$ cat config.mk
export PLATFORM = sky130hd
export DESIGN_NAME = borrow_lookahead_subtractor_seq
export DESIGN_NICKNAME = d
export VERILOG_FILES = /design/src/rtl/borrow_lookahead_subtractor_seq.sv
export SDC_FILE = /design/constraint.sdc
export NUM_CORES = 1
export LEC_CHECK = 0
export BUFFER_PORTS_ARGS = -buffer_cell sky130_fd_sc_hd__clkbuf_2
export CORE_MARGIN = 2
export CORE_UTILIZATION = 40
export CTS_CLUSTER_SIZE = 20
export DETAILED_ROUTE_END_ITERATION = 16
export PLACE_DENSITY_LB_ADDON = 0.12
export REMOVE_ABC_BUFFERS = 1
export SLEW_MARGIN = 20
export SYNTH_ARGS = -nofsm -noshare
export SYNTH_HDL_FRONTEND = slang
export SYNTH_SLANG_ARGS = --single-unit
$ cat constraint.sdc
create_clock -name clk -period 4.4 [get_ports clk]
set_clock_uncertainty 0.05 [all_clocks]
set_input_delay 0.44 -clock clk [delete_from_list [all_inputs] [get_ports clk]]
set_output_delay 0.44 -clock clk [all_outputs]
set_load 0.01 [all_outputs]
$ cat src/rtl/borrow_lookahead_subtractor_seq.sv
// Digit-serial subtractor: diff = a - b - bin, one 4-bit borrow-lookahead digit per clock.
// Optional zero flag output is enabled by defining SUB_ZERO_FLAG_EN.
//
// state | meaning
// IDLE  | in_ready=1, waiting for an operand handshake
// RUN   | one digit per edge, LSB digit first, running borrow carried between digits
// DONE  | out_valid=1, result held until out_ready
module borrow_lookahead_subtractor_seq #(
  parameter int WIDTH = 16
) (
  input  logic             clk,
  input  logic             rst_n,
  input  logic             in_valid,
  output logic             in_ready,
  input  logic [WIDTH-1:0] a,
  input  logic [WIDTH-1:0] b,
  input  logic             bin,
  output logic             out_valid,
  input  logic             out_ready,
  output logic [WIDTH-1:0] diff,
  output logic             bout,
  output logic             ovf
`ifdef SUB_ZERO_FLAG_EN
  ,
  output logic             zero
`endif
);

  localparam int NDIG = WIDTH / 4;
  localparam int CW   = (NDIG > 1) ? $clog2(NDIG) : 1;

  typedef enum logic [1:0] {IDLE, RUN, DONE} state_t;

  state_t          state;
  logic [WIDTH-1:0] a_q;
  logic [WIDTH-1:0] b_q;
  logic [CW-1:0]    cnt;
  logic             borrow;

  logic [3:0] a_dig;
  logic [3:0] b_dig;
  logic [3:0] g;
  logic [3:0] p;
  logic [3:0] d;
  logic [4:0] c;
  logic       last;

  // Borrow-lookahead slice: generate = ~A&B, propagate = ~(A^B), c[0] is the running borrow.
  always_comb begin
    a_dig = 4'(a_q >> (4 * cnt));
    b_dig = 4'(b_q >> (4 * cnt));
    g     = ~a_dig & b_dig;
    p     = ~(a_dig ^ b_dig);
    c[0]  = borrow;
    c[1]  = g[0] | (p[0] & c[0]);
    c[2]  = g[1] | (p[1] & g[0]) | (p[1] & p[0] & c[0]);
    c[3]  = g[2] | (p[2] & g[1]) | (p[2] & p[1] & g[0]) | (p[2] & p[1] & p[0] & c[0]);
    c[4]  = g[3] | (p[3] & g[2]) | (p[3] & p[2] & g[1]) | (p[3] & p[2] & p[1] & g[0])
          | (p[3] & p[2] & p[1] & p[0] & c[0]);
    d     = a_dig ^ b_dig ^ c[3:0];
    last  = (cnt == CW'(NDIG - 1));
  end

  always_ff @(posedge clk) begin
    if (!rst_n) begin
      state     <= IDLE;
      in_ready  <= 1'b1;
      out_valid <= 1'b0;
      diff      <= '0;
      bout      <= 1'b0;
      ovf       <= 1'b0;
      cnt       <= '0;
      borrow    <= 1'b0;
      a_q       <= '0;
      b_q       <= '0;
`ifdef SUB_ZERO_FLAG_EN
      zero      <= 1'b0;
`endif
    end else begin
      case (state)
        IDLE: begin
          if (in_valid && in_ready) begin
            a_q      <= a;
            b_q      <= b;
            borrow   <= bin;
            cnt      <= '0;
            in_ready <= 1'b0;
`ifdef SUB_ZERO_FLAG_EN
            zero     <= 1'b1;
`endif
            state    <= RUN;
          end
        end
        RUN: begin
          diff[4*cnt +: 4] <= d;
          borrow           <= c[4];
`ifdef SUB_ZERO_FLAG_EN
          zero             <= zero & (d == 4'h0);
`endif
          if (last) begin
            bout      <= c[4];
            ovf       <= (a_q[WIDTH-1] ^ b_q[WIDTH-1]) & (d[3] ^ a_q[WIDTH-1]);
            out_valid <= 1'b1;
            state     <= DONE;
          end else begin
            cnt <= cnt + 1'b1;
          end
        end
        DONE: begin
          if (out_ready) begin
            out_valid <= 1'b0;
            in_ready  <= 1'b1;
            state     <= IDLE;
          end
        end
        default: state <= IDLE;
      endcase
    end
  end

endmodule

==> results of run 1 <==
-- sequential cells by signal, summed over array words and instances, names as in the netlist --
signal,cells
ovf,1
a_q,16
state,2
out_valid,1
bout,1
cnt,2
borrow,1
b_q,16
diff,16
in_ready,1
-- logic make-up (layout without fill, tap and decap cells) --
| family | after synthesis | count (layout) | synth area share [%] |
|---|---|---|---|
| xor gates and xnor gates | 1 | 1 | 0.3282 |
| adders and majority gates | 11 | 11 | 5.438 |
| AOI/OAI and AO/OA | 76 | 76 | 18.80 |
| muxes | 8 | 8 | 6.751 |
| buffers and inverters | 27 | 84 | 4.454 |
| DFF | 57 | 57 | 42.76 |
| and+or+nand+nor | 120 | 120 | 21.47 |
-- layout make-up --
class	instances	area, sq um	area share [%]
Timing Repair Buffer	57	287.8	9.052
Multi-Input combinational cell	216	1409	44.31
Sequential cell	57	1141	35.89
Clock inverter	3	65.06	2.046
Inverter	11	41.29	1.299
Clock buffer	13	138.9	4.368
Tap cell	77	96.34	3.030
-- per-layer routing --
layer,GRT usage [%],routed length (microns),share of wire [%],vias to the layer above
met5,0,0,0,-
met4,9.380,117,2.0,0
met3,3.657,242,4.1,13
met2,26.92,2631,45,51
met1,23.09,2912,49,1022
li1,-,-,-,1142
-- per-stage QoR --
| step | cells | worst slack (ns) | total power [mW] | utilization [%] |
|---|---|---|---|---|
| final | 434 | 1.345 | 1.260 | 49.78 |
| after global routing | 434 | 1.010 | 1.327 | 49.78 |
| after CTS | 434 | 1.314 | 1.276 | 49.78 |
| after detailed placement | 418 | 1.348 | 0.7558 | 46.59 |
| after global placement | 418 | 1.423 | 0.7540 | 46.59 |
| after floorplan | 284 | 1.684 | 0.6911 | - |
-- power breakdown --
group	internal [mW]	leakage (nW)	switching [mW]
sequential	0.542	0.464	0.0232
clock	0.319	0.102	0.199
combinational	0.0747	0.710	0.102
-- worst register-to-register path: stages (launching register included) --
cell      delay [ns]
dfxtp_1         0.87
mux4_2          0.59
inv_1           0.11
ha_1            0.26
a211oi_1        0.32
o21ai_1         0.24
a311o_1         0.40
a31oi_1         0.15
-- synth_stat cells --
master | count | area, sq um
nand2b_1 | 1 | 6.260
or4b_1 | 1 | 10.01
a21boi_0 | 21 | 157.7
nor4b_1 | 1 | 8.760
or4_1 | 1 | 7.510
inv_1 | 11 | 41.29
a21boi_2 | 1 | 11.26
o21ai_0 | 8 | 40.04
dfxtp_1 | 57 | 1141
nand4_1 | 2 | 12.51
buf_6 | 1 | 11.26
and3b_1 | 2 | 17.52
a31oi_1 | 2 | 12.51
nor3b_1 | 1 | 7.510
ha_1 | 10 | 125.1
a211oi_1 | 3 | 22.52
nand4bb_1 | 1 | 11.26
a311o_1 | 1 | 10.01
clkbuf_1 | 7 | 26.28
and2_1 | 3 | 18.77
nand3b_4 | 1 | 20.02
nor2b_1 | 10 | 62.56
a21o_1 | 2 | 15.01
nand2_1 | 84 | 315.3
a31o_1 | 2 | 17.52
o21ai_1 | 2 | 10.01
nand3b_1 | 1 | 7.510
nand3_1 | 1 | 5.000
nor2_1 | 5 | 18.77
buf_2 | 8 | 40.04
a21oi_1 | 22 | 110.1
a21boi_1 | 1 | 7.510
a22o_1 | 2 | 17.52
a22oi_1 | 7 | 52.55
and4bb_2 | 2 | 25.02
mux4_2 | 8 | 180.2
fa_1 | 1 | 20.02
a31o_2 | 2 | 17.52
xnor2_1 | 1 | 8.760
nor4_1 | 1 | 6.260
and3_1 | 2 | 12.51
-- worst paths after layout --
kind / endpoint / cells past startpoint
setup / recovery: ovf / 7
hold / removal: b_q[3] / 3
setup reg to reg: ovf / 7
hold reg to reg: b_q[10] / 2
==> results.md, run 1 <==
- Design area: 3179 sq um
- Via count: 2,228
- GRT Util Overall: 17.51%
- Crit path cell chain: mux4_2 -> inv_1 -> ha_1 -> a211oi_1 -> o21ai_1 -> a311o_1 -> a31oi_1
- Horiz. Die Dim: 85.68 microns
- Global route overflow: 0
- Ant. Diodes: 0
- Reg2reg setup slack: 1.35 ns
- Commonest non-fill, non-tap cell in the layout: nand2_1
- H-tree lvl count: 3
- DP Wirelength: 4078 microns
- CORE AREA: 6386 sq um
- Layout area overhead: 19.13%
- WL/cell: 13.60 microns
- Full die area: 7341 sq um
- Sequential area share after synthesis: 42.76%
- Largest net degree at the start of global routing: 37
- Global-route wire length before repair: 10,050 microns
- DP Area: 2975 sq um
- CP Buf/Inv Count: 1
- Most frequent cells in the layout: nand2_1, dfxtp_1, clkbuf_2, a21oi_1, a21boi_0
- CP Max Fanout: 18
- Clock sinks: 57
- Max Cap Viol: 0
- Setup-failing EPs final: 0
- Vias per cell: 5.134
- Final Max Slew Viols: 0
- Gpl congestion: 0.7675
- Pwr dens: 396.4 nW/um^2
- Max VDD drop: 0.2134 mV
- Layout cells sized above 1: 23.25%
- Layout fillers: 639
- Resized cells post-CTS: 0
- Vias in the first global route: 2,080
- Setup TNS: 0 ns
- CP Capture Type: register
- Die Span Y: 85.68 microns
- # DRC: 0
- Clock Pin Slew Worst Setup and Hold Paths: 0.06 ns
- Hold_ws: 0.2661 ns
- Post CTS Setup Buffer Count: 0
- Relative slew margins: 43.74%
- Drt total wl: 5903 microns
- Average size of a mapped cell: 8.896 sq um
- CTS buffer count: 9
- Row Count: 29
- Min Tclk post-route: 3.055 ns
- RSZ-0062 raised after global routing: no
- Yosys warning total: 0
- Initial antenna violation count: 0
- Number of routed nets with antenna violations: 0
- Starting Density: 41.79%
- CTS tree: built
- Cts hold-fix bufs: 0
- Root buffer cell: clkbuf_8
- Reg2reg start: cnt[0]
- Slew at the pin closest to its max-slew limit: 0.8428 ns
- Crit path from: cnt[0]
- Status: complete, no violations
- Tcrit/Tclk final: 69.43%
- Number of I/O pins: 57
- Drt first-iter violations: 79
- P_leak: 1.276 nW
- Port Buf Inserts: 56
- Highest Clock Rate: 327.3 MHz
- Critical path arrival: 3.27 ns
- Worst skew pair latency: 0.34 ns
- Cells after synthesis: 300
- Clock buffer depth: 2
- Critical Path Max Stage Delay: 0.87 ns
- Worst min-delay path startpoint: b[3]
- Family with the most delay on the worst path: compound AO/OA/AOI/OAI gates
- NumNets Final: 400
- Drt pass-1 iters: 4
- Post-synthesis register bit count: 57
- Hold Fails Final Rpt: 0
- CP max stage cell: dfxtp_1
- Crit path launch type: register
- Min-Delay Path Class: in2reg
- Yosys cell types: 41
- Worst Path Class, Setup: reg2reg
- Synthesized cell area: 2669 sq um
- Required time of the critical path: 4.61 ns
No activity file was read; power rests on OpenSTA's default activity.
==> run 2: changes to the inputs <==
==> constraint.sdc (replaced) <==
create_clock -name clk -period 3.1 [get_ports clk]
set_clock_uncertainty 0.05 [all_clocks]
set_input_delay 0.31 -clock clk [delete_from_list [all_inputs] [get_ports clk]]
set_output_delay 0.31 -clock clk [all_outputs]
set_load 0.01 [all_outputs]
==> run 2 against run 1 <==
Sequential share of layout area down 0.15 points. Power up 39%. First-iteration DRC count up 14%. Largest cell class unchanged.
==> results.md, run 2 (synthesis results as in run 1) <==
- Pwr dens: 548.4 nW/um^2
- CTS buffer count: 9
- Critical path arrival: 2.94 ns
- Setup-failing EPs final: 0
- CORE AREA: 6386 sq um
- CP Capture Type: register
- Cts hold-fix bufs: 0
- Root buffer cell: clkbuf_8
- Drt first-iter violations: 90
- Setup TNS: 0 ns
- Ant. Diodes: 0
- Row Count: 29
- Initial antenna violation count: 0
- Switching fraction of total power: 26.42%
- Port Buf Inserts: 56
- Post CTS Setup Buffer Count: 0
- GRT Util Overall: 18.17%
- Gpl congestion: 0.7858
- Horiz. Die Dim: 85.68 microns
- Vias per cell: 5.085
- Hold Fails Final Rpt: 0
- Starting Density: 41.79%
- Crit path launch type: register
- Clock Pin Slew Worst Setup and Hold Paths: 0.06 ns
- Register share of total power: 45.7%
- P_leak: 1.292 nW
- Relative slew margins: 49.31%
- Die Span Y: 85.68 microns
- Min-Delay Path Class: in2reg
- Vias in the first global route: 2,175
- Drt total wl: 6084 microns
- Number of I/O pins: 57
- Final Max Slew Viols: 0
- Design area: 3193 sq um
- Layout cells sized above 1: 24.51%
- Max Cap Viol: 0
- Largest net degree at the start of global routing: 37
- Clock buffer depth: 2
- Required time of the critical path: 3.30 ns
- RSZ-0062 raised after global routing: no
- Layout area overhead: 19.64%
- Global route overflow: 0
- Clock sinks: 57
- Internal Power: 1.289 mW
- Min Tclk post-route: 2.733 ns
- DP Wirelength: 4317 microns
- Slew at the pin closest to its max-slew limit: 0.7595 ns
- Clk pwr share: 39.4%
- H-tree lvl count: 3
- Drt pass-1 iters: 4
- Number of routed nets with antenna violations: 0
- Worst skew pair latency: 0.33 ns
- DP Area: 2998 sq um
- WL/cell: 13.95 microns
- Combinational power share: 14.9%
- Global-route wire length before repair: 10,410 microns
- Most frequent cells in the layout: nand2_1, dfxtp_1, clkbuf_2, a21oi_1, a21boi_0
- Full die area: 7341 sq um
- Hold_ws: 0.1443 ns
- NumNets Final: 403
- Worst Path Class, Setup: reg2reg
- Sw power: 0.4626 mW
- CP Max Fanout: 7
- Highest Clock Rate: 365.9 MHz
- Commonest non-fill, non-tap cell in the layout: nand2_1
- # DRC: 0
- Biggest regs: a_q: 16 flops, b_q: 16 flops, diff: 16 flops
- Resized cells post-CTS: 0
- Tcrit/Tclk final: 88.16%
- Status: complete, no violations
- Layout fillers: 642
- Max VDD drop: 0.3297 mV
- Via count: 2,217
- CTS tree: built
[run 2: path summary, 6_finish.rpt]
check / from / to / slack [ns] / depth (start not counted)
max reg2reg: cnt[0] / ovf / 0.37 / 7
min: b[11] / b_q[11] / 0.14 / 3
max: cnt[0] / ovf / 0.37 / 7
min reg2reg: b_q[13] / b_q[13] / 0.40 / 2
[run 2: layout make-up]
| type | count | area [sq um] | share of cell area (%) |
|---|---|---|---|
| clock buffer | 12 | 155.1 | 4.859 |
| sequential | 57 | 1141 | 35.74 |
| timing repair buffer | 60 | 310.3 | 9.718 |
| multi-input combinational | 216 | 1409 | 44.12 |
| inverter | 11 | 41.29 | 1.293 |
| tap | 77 | 96.34 | 3.017 |
| clock inverter | 3 | 40.04 | 1.254 |
[run 2: critical path, cell delays in order (launching register included)]
cell and delay, ns:
dfxtp_1 0.59, mux4_2 0.56, inv_1 0.12, ha_1 0.25
a211oi_1 0.31, o21ai_1 0.23, a311o_1 0.40, a31oi_1 0.16
[run 2: metal layers]
layer	vias to the layer above	global-route usage, %	share of wire [%]
li1	1152	-	-
met1	1008	24.26	50
met2	53	27.84	46
met3	4	6.256	3.6
met4	0	5.628	0.72
met5	-	0	0
[run 2: power groups by stage]
stage / Combinational [mW] / Clock, mW / Sequential [mW]
after global routing: 0.296 / 0.744 / 0.805
after detailed placement: 0.264 / 0 / 0.817
after CTS: 0.265 / 0.706 / 0.801
after floorplan: 0.169 / 0 / 0.812
final: 0.261 / 0.691 / 0.800
after global placement: 0.259 / 0 / 0.817
[run 2: per-stage QoR]
| step | utilization [%] | worst slack [ns] | cells | total power, mW |
|---|---|---|---|---|
| after floorplan | - | 0.3843 | 284 | 0.9809 |
| after global placement | 46.94 | 0.4693 | 421 | 1.075 |
| after detailed placement | 46.94 | 0.3508 | 421 | 1.081 |
| after CTS | 50.00 | 0.3283 | 436 | 1.772 |
| after global routing | 50.00 | 0.1783 | 436 | 1.846 |
| final | 50.00 | 0.3670 | 436 | 1.751 |
==> run 3: changes to the inputs <==
--- a/config.mk
+++ b/config.mk
@@ -5,9 +5,10 @@
 export SDC_FILE = /design/constraint.sdc
 export NUM_CORES = 1
 export LEC_CHECK = 0
+export ABC_AREA = 1
 export BUFFER_PORTS_ARGS = -buffer_cell sky130_fd_sc_hd__clkbuf_2
 export CORE_MARGIN = 2
-export CORE_UTILIZATION = 40
+export CORE_UTILIZATION = 35
 export CTS_CLUSTER_SIZE = 20
 export DETAILED_ROUTE_END_ITERATION = 16
 export PLACE_DENSITY_LB_ADDON = 0.12
==> run 3 against run 2 <==
Hold slack better by 0.022 ns. Routed wire length decreased by 4.9%. Highest routed layer unchanged. Worst setup slack improved by 0.32 ns. Critical path depth up 1. Non-clock buffer count unchanged. Die area up 11%. Critical path type unchanged. Critical endpoint is now diff[13]. Sequential power up 3.6%. Power up 19%. First-iteration DRC count down 24%. Cell count up 17%. Area after synthesis fell by 2.3%. Register-to-register slack better by 0.32 ns.
==> results.md, run 3 <==
- Count leader, synth: nor2_1
- Internal Power: 1.454 mW
- Max Cap Viol: 0
- Clock Pin Slew Worst Setup and Hold Paths: 0.07 ns
- Max VDD drop: 0.2590 mV
- Via count: 2,347
- Full die area: 8152 sq um
- Sequential area share after synthesis: 43.78%
- Combinational power share: 22.2%
- Xor/xnor share of the synthesized area: 0.3361%
- Required time of the critical path: 3.30 ns
- Number of routed nets with antenna violations: 0
- Largest cells by area after synthesis: dfxtp_1, nor2_1, o21ai_0, nand2_1, ha_1
- Pwr dens: 654.1 nW/um^2
- Clk pwr share: 37.9%
- Reg2reg start: cnt[1]
- Worst skew pair latency: 0.34 ns
- Critical Path Max Stage Delay: 0.52 ns
- Root buffer cell: clkbuf_8
- CP Max Fanout: 14
- CTS buffer count: 9
- Setup TNS: 0 ns
- Largest net degree at the start of global routing: 40
- Global-route wire length before repair: 10,090 microns
- Top cells by instance count after synthesis: nor2_1, dfxtp_1, nand2_1
- WL/cell: 11.39 microns
- CORE AREA: 7214 sq um
- Critical path arrival: 2.61 ns
- Port Buf Inserts: 56
- Gpl congestion: 0.7380
- Number of I/O pins: 57
- Switching fraction of total power: 30.08%
- Main combinational cell family by area after synthesis: simple AND/OR/NAND/NOR gates
- Post-synth top area share: 43.78%
- Number of synthesized flops with an enable pin: 0
- Clock buffer depth: 2
- Compound-Gate Fraction of Synth Area: 17.23%
- Post-layout util: 44.07%
- Vias in the first global route: 2,180
- Area leader, netlist: dfxtp_1
- Post-synthesis register bit count: 57
- Horiz. Die Dim: 90.29 microns
- Initial antenna violation count: 0
- Worst reg2reg path depth: 8
- Synth Area in Adders: 5.569%
- Layout area overhead: 21.99%
- Min-Delay Path Class: in2reg
- Final Max Slew Viols: 0
- Average size of a mapped cell: 7.446 sq um
- Worst min-delay path startpoint: b[13]
- Highest Clock Rate: 414.9 MHz
- Starting Density: 36.13%
- RSZ-0062 raised after global routing: no
- Sw power: 0.6255 mW
- Register share of total power: 39.9%
- Crit path launch type: register
- Worst Path Class, Setup: reg2reg
- DP Wirelength: 4230 microns
- Yosys warning total: 0
- Setup-failing EPs final: 0
- Clock sinks: 57
- Layout cells sized above 1: 22.00%
- CTS tree: built
- Drt total wl: 5788 microns
- DP Area: 2950 sq um
- Slew at the pin closest to its max-slew limit: 0.5027 ns
- Drt pass-1 iters: 4
- Most frequent cells in the layout: nor2_1, dfxtp_1, clkbuf_2, nand2_1, o21ai_0
- Reg2reg setup slack: 0.69 ns
- Global route overflow: 0
- Crit path cell chain: inv_1 -> a32o_1 -> fa_1 -> xnor2_1 -> nand2_1 -> nor2_1 -> nand2_1 -> a21oi_1
- CP dominant cell by count: nand2_1
- GRT Util Overall: 15.32%
- H-tree lvl count: 3
- Cts hold-fix bufs: 0
- Row Count: 31
- Biggest regs: a_q: 16 flops, b_q: 16 flops, diff: 16 flops
- Drt first-iter violations: 68
- CP max stage cell: dfxtp_1
- Primary FF master, synth: dfxtp_1
- CP Capture Type: register
- Synthesized cell area: 2606 sq um
- Asr flop ratio synth: 0%
- Ant. Diodes: 0
- Hold Fails Final Rpt: 0
- Simple-gate area share of the yosys netlist: 25.92%
- Vias per cell: 4.620
- Yosys cell types: 30
- Hold Path Cell Cnt: 3
- Cells after synthesis: 350
- Design area: 3179 sq um
- Relative slew margins: 66.28%
- P_leak: 1.391 nW
- Resized cells post-CTS: 0
- Post CTS Setup Buffer Count: 0
- Hold Path End: b_q[13]
- NumNets Final: 452
- # DRC: 0
- Commonest non-fill, non-tap cell in the layout: nor2_1
- Min Tclk post-route: 2.411 ns
- Placed Instances: 492
- Post-route insts no fill: 508
- Die Span Y: 90.29 microns
- Tcrit/Tclk final: 77.76%
- Reg-to-reg endpoint: diff[13]
- Status: complete, no violations
- Post-synthesis mux area share: 0.3841%
run 3: cell count changes in the layout (fill, tap and decap cells not counted), sizes merged, moves of 10 or more:
| cell | change |
|---|---|
| nand2 | -28 |
| a21boi | -23 |
| o21ai | +37 |
| nor2b | -10 |
| inv | +11 |
| nor2 | +80 |
run 3: worst max path at each step:
stage | startpoint | endpoint | slack, ns | cells after the start
after detailed placement | cnt[1] | ovf | 0.72 | 12
after floorplan | cnt[0] | ovf | 0.74 | 13
after CTS | cnt[1] | ovf | 0.71 | 13
after global routing | cnt[1] | diff[6] | 0.41 | 11
after global placement | cnt[1] | ovf | 0.81 | 12
final | cnt[1] | diff[13] | 0.69 | 8
run 3: area by class of cell:
cell class / count / area [sq um]
flip-flops and latches: 57 / 1141
multi-input cells: 253 / 1289
well taps: 99 / 123.9
clock inverters: 5 / 77.57
repair buffers: 60 / 310.3
fillers: 809 / 4035
inverters: 23 / 86.33
clock buffers: 11 / 151.4
run 3: per-stage QoR:
step	total power, mW	hold slack [ns]	setup WS [ns]
2_1_floorplan	1.175	0.3289	0.7369
3_3_place_gp	1.305	0.4050	0.8061
3_5_place_dp	1.312	0.4066	0.7245
4_1_cts	2.104	0.1595	0.7088
5_1_grt	2.216	0.1664	0.4057
6_report	2.079	0.1667	0.6895
run 3: power by group through the flow:
| stage | logic, mW | clock network (mW) | registers [mW] |
|---|---|---|---|
| floorplan | 0.332 | 0 | 0.844 |
| global placement | 0.459 | 0 | 0.845 |
| detailed placement | 0.466 | 0 | 0.846 |
| CTS | 0.468 | 0.807 | 0.829 |
| global route | 0.535 | 0.844 | 0.836 |
| finish | 0.463 | 0.788 | 0.829 |
run 3: per-layer routing:
metal  part of all wire (%)  track usage, %  up-vias
li1                       -               -     1256
met1                     47           18.26     1037
met2                     47           25.81       41
met3                    4.0           4.341       13
met4                    1.9           6.538        0
met5                      0               0        -
run 3: logic make-up (layout without fill, tap and decap cells):
| logic type | after synthesis | after routing |
|---|---|---|
| adders and majority gates | 11 | 11 |
| DFF | 57 | 57 |
| AOI/OAI and AO/OA | 83 | 83 |
| xor gates and xnor gates | 1 | 1 |
| muxes | 1 | 1 |
| buffers and inverters | 40 | 99 |
| and+or+nand+nor | 157 | 157 |
run 3: worst max-delay path, delay by kind of cell (launching register included):
kind / cells / cell delay (ns)
flip-flops: 1 / 0.52
AO/OA/AOI/OAI: 2 / 0.48
adder cells (fa/ha/maj): 1 / 0.41
XOR/XNOR: 1 / 0.30
buffers and inverters: 1 / 0.29
AND/OR/NAND/NOR: 3 / 0.27
